**src/rtl/nn_act_pkg.sv**
```systemverilog
`default_nettype none
// ============================================================================
// nn_act_pkg : shared constants and tag type for the activation scheduler
// Revision   : 1.0
// ============================================================================
package nn_act_pkg;

  localparam int ACT_DW  = 16;
  localparam int ACT_IDW = 2;

  // Saturation words of the 16-bit float activation: +1.0 and -1.0
  localparam logic [ACT_DW-1:0] SIG_POS_SAT = 16'h3C00;
  localparam logic [ACT_DW-1:0] SIG_NEG_SAT = 16'hBC00;

  typedef struct packed {
    logic               vld;
    logic [ACT_IDW-1:0] id;
  } act_tag_t;

endpackage
`default_nettype wire

```
**src/rtl/act_result_fifo.sv**
```systemverilog
`default_nettype none
// ============================================================================
// act_result_fifo : power-of-2 result FIFO with occupancy count output
// Revision        : 1.0
// ============================================================================
module act_result_fifo #(
  parameter int WIDTH = 18,
  parameter int DEPTH = 4,
  localparam int AW   = $clog2(DEPTH),
  localparam int CW   = $clog2(DEPTH + 1)
) (
  input  logic             clk,
  input  logic             rst,
  input  logic             i_push,
  input  logic [WIDTH-1:0] i_wdata,
  input  logic             i_pop,
  output logic [WIDTH-1:0] o_rdata,
  output logic [CW-1:0]    o_count
);

  logic [WIDTH-1:0] r_mem [DEPTH];
  logic [AW-1:0]    r_wr_ptr;
  logic [AW-1:0]    r_rd_ptr;
  logic [CW-1:0]    r_count;

  always_ff @(posedge clk) begin
    if (rst) begin
      r_wr_ptr <= '0;
      r_rd_ptr <= '0;
      r_count  <= '0;
    end else begin
      if (i_push) r_wr_ptr <= r_wr_ptr + AW'(1);
      if (i_pop)  r_rd_ptr <= r_rd_ptr + AW'(1);
      case ({i_push, i_pop})
        2'b10:   r_count <= r_count + CW'(1);
        2'b01:   r_count <= r_count - CW'(1);
        default: r_count <= r_count;
      endcase
    end
  end

  always_ff @(posedge clk) begin
    if (i_push) r_mem[r_wr_ptr] <= i_wdata;
  end

  // The issuer's credit scheme must make both of these impossible
  always_ff @(posedge clk) begin
    if (!rst) begin
      assert (!(i_push && (r_count == CW'(DEPTH))));
      assert (!(i_pop && (r_count == '0)));
    end
  end

  assign o_rdata = r_mem[r_rd_ptr];
  assign o_count = r_count;

endmodule
`default_nettype wire

```
**src/rtl/sigmoid_act_scheduler.sv**
```systemverilog
`default_nettype none
// ============================================================================
// sigmoid_act_scheduler : round-robin sharing of one activation unit among N
//                         requesters, with credit-protected result queueing
// Revision              : 1.0
// ============================================================================
module sigmoid_act_scheduler
  import nn_act_pkg::*;
#(
  parameter int N_REQ      = 4,
  parameter int IDW        = ACT_IDW,
  parameter int DW         = ACT_DW,
  parameter int ACT_LAT    = 1,
  parameter int FIFO_DEPTH = 4
) (
  input  logic              clk,
  input  logic              rst,
  input  logic [N_REQ-1:0]  i_req_valid,
  output logic [N_REQ-1:0]  o_req_ready,
  input  logic [N_REQ*DW-1:0] i_req_data,
  output logic [DW-1:0]     o_act_in,
  input  logic [DW-1:0]     i_act_out,
  output logic              o_res_valid,
  input  logic              i_res_ready,
  output logic [DW-1:0]     o_res_data,
  output logic [IDW-1:0]    o_res_id,
  output logic              o_busy
);

  localparam int FCW = $clog2(FIFO_DEPTH + 1);
  localparam int ICW = $clog2(ACT_LAT + 1);
  localparam int SCW = $clog2(FIFO_DEPTH + ACT_LAT + 1) + 1;

  logic [IDW-1:0]   r_rr_ptr;
  act_tag_t         r_tag [ACT_LAT];
  logic [ICW-1:0]   r_inflight;

  logic [N_REQ-1:0] w_rot;
  int               w_off;
  logic [IDW-1:0]   w_grant;
  logic             w_can_issue;
  logic             w_issue;
  logic             w_push;
  logic             w_pop;
  logic [FCW-1:0]   w_fifo_count;
  logic [DW+IDW-1:0] w_rdata;

  // Credits come from registered counts only, so a pop frees a slot one cycle later
  assign w_can_issue = (SCW'(w_fifo_count) + SCW'(r_inflight)) < SCW'(FIFO_DEPTH);
  assign w_issue     = (|i_req_valid) && w_can_issue;

  // Rotate so bit 0 is the requester at rr_ptr; lowest set bit wins
  always_comb begin
    w_rot = N_REQ'({i_req_valid, i_req_valid} >> r_rr_ptr);
    w_off = 0;
    for (int j = N_REQ - 1; j >= 0; j--) begin
      if (w_rot[j]) w_off = j;
    end
    w_grant = IDW'((int'(r_rr_ptr) + w_off) % N_REQ);
  end

  always_comb begin
    o_act_in    = '0;
    o_req_ready = '0;
    for (int i = 0; i < N_REQ; i++) begin
      if (w_issue && (w_grant == IDW'(i))) begin
        o_act_in       = i_req_data[i*DW +: DW];
        o_req_ready[i] = 1'b1;
      end
    end
  end

  always_ff @(posedge clk) begin
    if (rst) begin
      r_rr_ptr <= '0;
    end else if (w_issue) begin
      r_rr_ptr <= IDW'((int'(w_grant) + 1) % N_REQ);
    end
  end

  // Tag pipe mirrors the activation unit latency; bubbles carry vld=0
  always_ff @(posedge clk) begin
    if (rst) begin
      for (int s = 0; s < ACT_LAT; s++) r_tag[s] <= '0;
    end else begin
      r_tag[0] <= '{vld: w_issue, id: w_grant};
      for (int s = 1; s < ACT_LAT; s++) r_tag[s] <= r_tag[s-1];
    end
  end

  assign w_push = r_tag[ACT_LAT-1].vld;
  assign w_pop  = o_res_valid && i_res_ready;

  always_ff @(posedge clk) begin
    if (rst) begin
      r_inflight <= '0;
    end else begin
      r_inflight <= r_inflight + ICW'(w_issue) - ICW'(w_push);
    end
  end

  act_result_fifo #(
    .WIDTH (DW + IDW),
    .DEPTH (FIFO_DEPTH)
  ) u_result_fifo (
    .clk     (clk),
    .rst     (rst),
    .i_push  (w_push),
    .i_wdata ({i_act_out, r_tag[ACT_LAT-1].id}),
    .i_pop   (w_pop),
    .o_rdata (w_rdata),
    .o_count (w_fifo_count)
  );

  assign o_res_valid = (w_fifo_count != '0);
  assign o_res_data  = w_rdata[IDW +: DW];
  assign o_res_id    = w_rdata[IDW-1:0];
  assign o_busy      = (r_inflight != '0) || (w_fifo_count != '0);

endmodule
`default_nettype wire
```
**config.mk**
```make
export PLATFORM = sky130hd
export DESIGN_NAME = sigmoid_act_scheduler
export DESIGN_NICKNAME = d
export VERILOG_FILES = /design/src/rtl/nn_act_pkg.sv /design/src/rtl/act_result_fifo.sv /design/src/rtl/sigmoid_act_scheduler.sv
export SDC_FILE = /design/constraint.sdc
export NUM_CORES = 1
export LEC_CHECK = 0
export ABC_AREA = 1
export BUFFER_PORTS_ARGS = -buffer_cell sky130_fd_sc_hd__buf_2
export CORE_MARGIN = 2
export CORE_UTILIZATION = 47
export DETAILED_ROUTE_END_ITERATION = 8
export PLACE_DENSITY = 0.76
export SYNTH_ARGS = -nofsm -noshare
export SYNTH_HDL_FRONTEND = slang
export SYNTH_HIERARCHICAL = 1
export SYNTH_SLANG_ARGS = --single-unit
```
**constraint.sdc**
```tcl
create_clock -name clk -period 3.38 [get_ports clk]
set_input_delay 0.845 -clock clk [delete_from_list [all_inputs] [get_ports clk]]
set_output_delay 0.845 -clock clk [all_outputs]
set_load 0.01 [all_outputs]
```
==> reports/summary.log <==
[route] detailed-route wire length per cell 15.8 um
[synthesis] count of distinct cell types in the synthesized netlist 35
[sta] setup repair after global routing missed its margin true
[sta] final setup violation count 21
[final_layout] Post-layout nets 713
[clock_tree] CTS max path bufs 2
[global_routing] largest net degree at the start of global routing 38
[synthesis] xor/xnor share of the synthesized area 0.00402
[route] count of TritonRoute iterations in the first routing pass 4
[sta] post-route setup TNS -6130 ps
[route] total length of routed wires 11500 um
[synthesis] share of cell area taken by muxes after synthesis 0
[synthesis] area of the mapped netlist 4360 um^2
[synthesis] Post-Syn Nets 531
[synthesis] top-area cell type share of the netlist area 0.496
[placement] Routability Congestion 0.873
[power] cell-internal power 3.84 mW
[route] Antenna Nets Post-Route 0
[die] die width 100 um
[sta] upper clock frequency limit 265 MHz
[global_routing] number of antenna violations at the first check in global routing 0
[final_layout] Layout Cells excl Fill 730
[power] leakage dissipation 2.58 nW
[clock_tree] number of buffers inserted for hold repair after clock tree synthesis 0
[synthesis] arithmetic-cell share of the synthesized area counting full adders, half adders and majority gates 0.0333
[synthesis] flip-flop and latch count after synthesis 87
[synthesis] fraction of registers with async set/reset 0
[synthesis] proportion of synthesized chip area in sequential cells 0.565
[sta] number of max-slew violations in the final report 0
[clock_tree] master cell of the clock root buffer clkbuf_8
[clock_tree] insertion delay to the later sink of the worst-skew pair 350 ps
[route] Via Count 3902
[die] starting density of the core 0.478
[synthesis] largest area contributor in the netlist edfxtp_1
[synthesis] count leader, synth nand2_1
[die] y dimension of the die 100 um
[sta] Final Hold Viols 0
[setup_path] Crit Path Max Fanout 3
[synthesis] number of synthesized flops with an enable pin 72
[setup_path] data required time of the critical path 3660 ps
[route] post-detailed-route DRC marker count 0
[synthesis] warning count from the yosys run 6
[global_routing] M3 GR Usage 0.0536
[die] std cell rows 35
[route] via density per instance 5.35
[flow_run] max cap viols 0
[placement] minimum setup slack after placement -538 ps
[sta] Slew Limit Headroom 0.449
[sta] minimum clock period 3780 ps
[outcome] violations in the final reports negative setup slack
[die] top-level I/O count 127
[clock_tree] maximum level of the CTS H-tree 3
[global_routing] most crowded layer after global routing met2
[synthesis] simple-gate share of the synthesized area 0.193
[final_layout] area delta synth->final 37.3%
[hold_path] worst hold path type register to register
[placement] total instance count after detailed placement 664
[placement] HPWL after DPL 6540 um
[synthesis] biggest area contributors in the synthesized netlist edfxtp_1 50%, dfxtp_1 6.9%, nand2_1 6.5%
[route] number of DRC markers after the initial detailed-route iteration 215
[sta] Layout Skew 13.4 ps
[global_routing] vias in the first global route 3692
[power] part of the power in the clock network 0.108
[sta] worst-margin pin slew 825 ps
[final_layout] share of the core filled with cells 0.657
[synthesis] compound-gate portion of the synthesized area 0.128
[setup_path] sort of element at the start of the critical path input port
[synthesis] gate count of the mapped netlist 433
[clock_tree] number of clock sinks 87
[clock_tree] CTS clk-pin slew, worst paths 70 ps
[global_routing] overall fraction of global-route tracks in use 0.221
[power] Flop pwr share 0.209
[synthesis] combinational family with the most area after synthesis simple AND/OR/NAND/NOR gates
[placement] Post-Place Cell Area 5100 um^2
[sta] final setup slack of the worst path -397 ps
[final_layout] post-route standard cell area excluding fillers 5980 um^2
[global_routing] global-route wire length before repair 17200 um
[synthesis] Commonest cells post-synth 75 x nand2_1, 72 x edfxtp_1, 67 x nor2_1
[power] Comb power frac 0.683
[outcome] result of the run finished with violations
[die] area inside the core boundary 9110 um^2
[power] cell area power density 1140 nW/um^2
[global_routing] met2 capacity usage during global routing 0.389
[placement] port buffer count 126
[clock_tree] TritonCTS clock tree yes
[final_layout] fraction of layout cells with a size suffix above 1 0.444
[sta] crit share post-route 1.12
[final_layout] # diodes 0
[setup_path] Worst EP arrival 4060 ps
[die] Die Area 10100 um^2
[setup_path] kind of end point of the critical path register
[synthesis] ys flop type edfxtp_1
[clock_tree] CTS Buf Count 9
[setup_path] CP Class input port to register
[global_routing] GRT Residual Overflow 0
[power] switching power 3.00 mW
[synthesis] Syn Area/Cell 10.1 um^2
[power] VDD IR max 0.000985 V
[power] switching share of power 0.439
[global_routing] Global Route met1 Usage 0.249
==> metrics by stage <==
stage	power (mW)	hold WS, ps
5_1_grt	7.24	469
4_1_cts	6.49	445
3_3_place_gp	4.68	438
2_1_floorplan	3.84	412
6_report	6.84	451
3_5_place_dp	4.75	438
==> layer usage <==
layer,up-vias,routed length [um],share of wire
li1,1870,-,-
met1,1804,4370,0.38
met2,186,5840,0.51
met3,42,812,0.070
met4,0,492,0.043
met5,-,0,0
==> sequential cells by signal, summed over array words and instances (netlist names), named ones only <==
name	cells
r_inflight	1
u_result_fifo/o_count	3
u_result_fifo/r_wr_ptr	2
u_result_fifo/r_rd_ptr	2
r_tag	3
u_result_fifo/r_mem	72
r_rr_ptr	2
==> worst max-delay path: stages <==
cell	delay [ps]
buf_8	100
nand2_4	50
nand3_2	80
nand2_2	80
nand3_2	70
a21boi_2	170
ha_2	220
nand3_2	130
buf_4	160
buf_4	120
buf_4	120
buf_4	120
buf_4	120
buf_4	120
buf_4	130
buf_4	130
buf_4	130
buf_4	120
buf_4	130
buf_4	130
buf_4	130
buf_4	130
buf_4	130
buf_4	120
buf_4	120
a21oi_1	120
==> kinds of logic after synthesis <==
group,Yosys count
AO/OA/AOI/OAI,99
XOR/XNOR,2
adder cells (fa/ha/maj),11
buffers and inverters,48
flip-flops,87
AND/OR/NAND/NOR,186
==> worst paths after layout <==
path                                          startpoint                                     end  slack [ps]  cells past startpoint
setup / recovery                          i_req_valid[1]                  r_tag[0][1]$_SDFF_PP0_        -400                     26
hold / removal    u_result_fifo/r_rd_ptr[1]$_SDFFE_PP0P_  u_result_fifo/r_rd_ptr[1]$_SDFFE_PP0P_         450                      1
setup reg to reg                r_rr_ptr[0]$_SDFFE_PP0P_                  r_tag[0][1]$_SDFF_PP0_        -340                     25
hold reg to reg   u_result_fifo/r_rd_ptr[1]$_SDFFE_PP0P_  u_result_fifo/r_rd_ptr[1]$_SDFFE_PP0P_         450                      1
==> layout by cell type (no fill, tap or decap), types with 15 or more instances in the layout <==
cell,netlist,routed
a21oi_2,9,23
o22ai_1,18,18
nand2_1,75,62
nand3_1,31,22
o21ai_1,15,15
nor2_1,67,67
buf_4,6,51
edfxtp_1,72,72
buf_2,1,121
inv_1,22,15
o21ai_0,26,26
==> area by class of cell <==
class | instances | area [um^2]
flip-flops and latches | 87 | 2470
fillers | 694 | 3130
multi-input cells | 303 | 1830
inverters | 30 | 164
clock buffers | 10 | 128
well taps | 111 | 139
repair buffers | 184 | 1180
clock inverters | 5 | 73.8
==> power groups by stage <==
stage	Sequential (mW)	Clock, mW	Combinational (mW)
after global placement	1.44	0	3.24
after floorplan	1.42	0	2.42
after detailed placement	1.45	0	3.31
after CTS	1.43	0.751	4.31
after global routing	1.44	0.798	4.99
final	1.43	0.738	4.67
==> repair_timing <==
| item | 4_1_cts | 5_1_grt |
|---|---|---|
| resized for setup | 59 | 15 |
| buffers inserted | 40 | 4 |
| gates cloned | 6 | 1 |
| setup endpoints to repair | 20 | 21 |
| pin swaps | 25 | 13 |
| hold endpoints to repair | 0 | 0 |
Power figures use the tool's default switching activity.
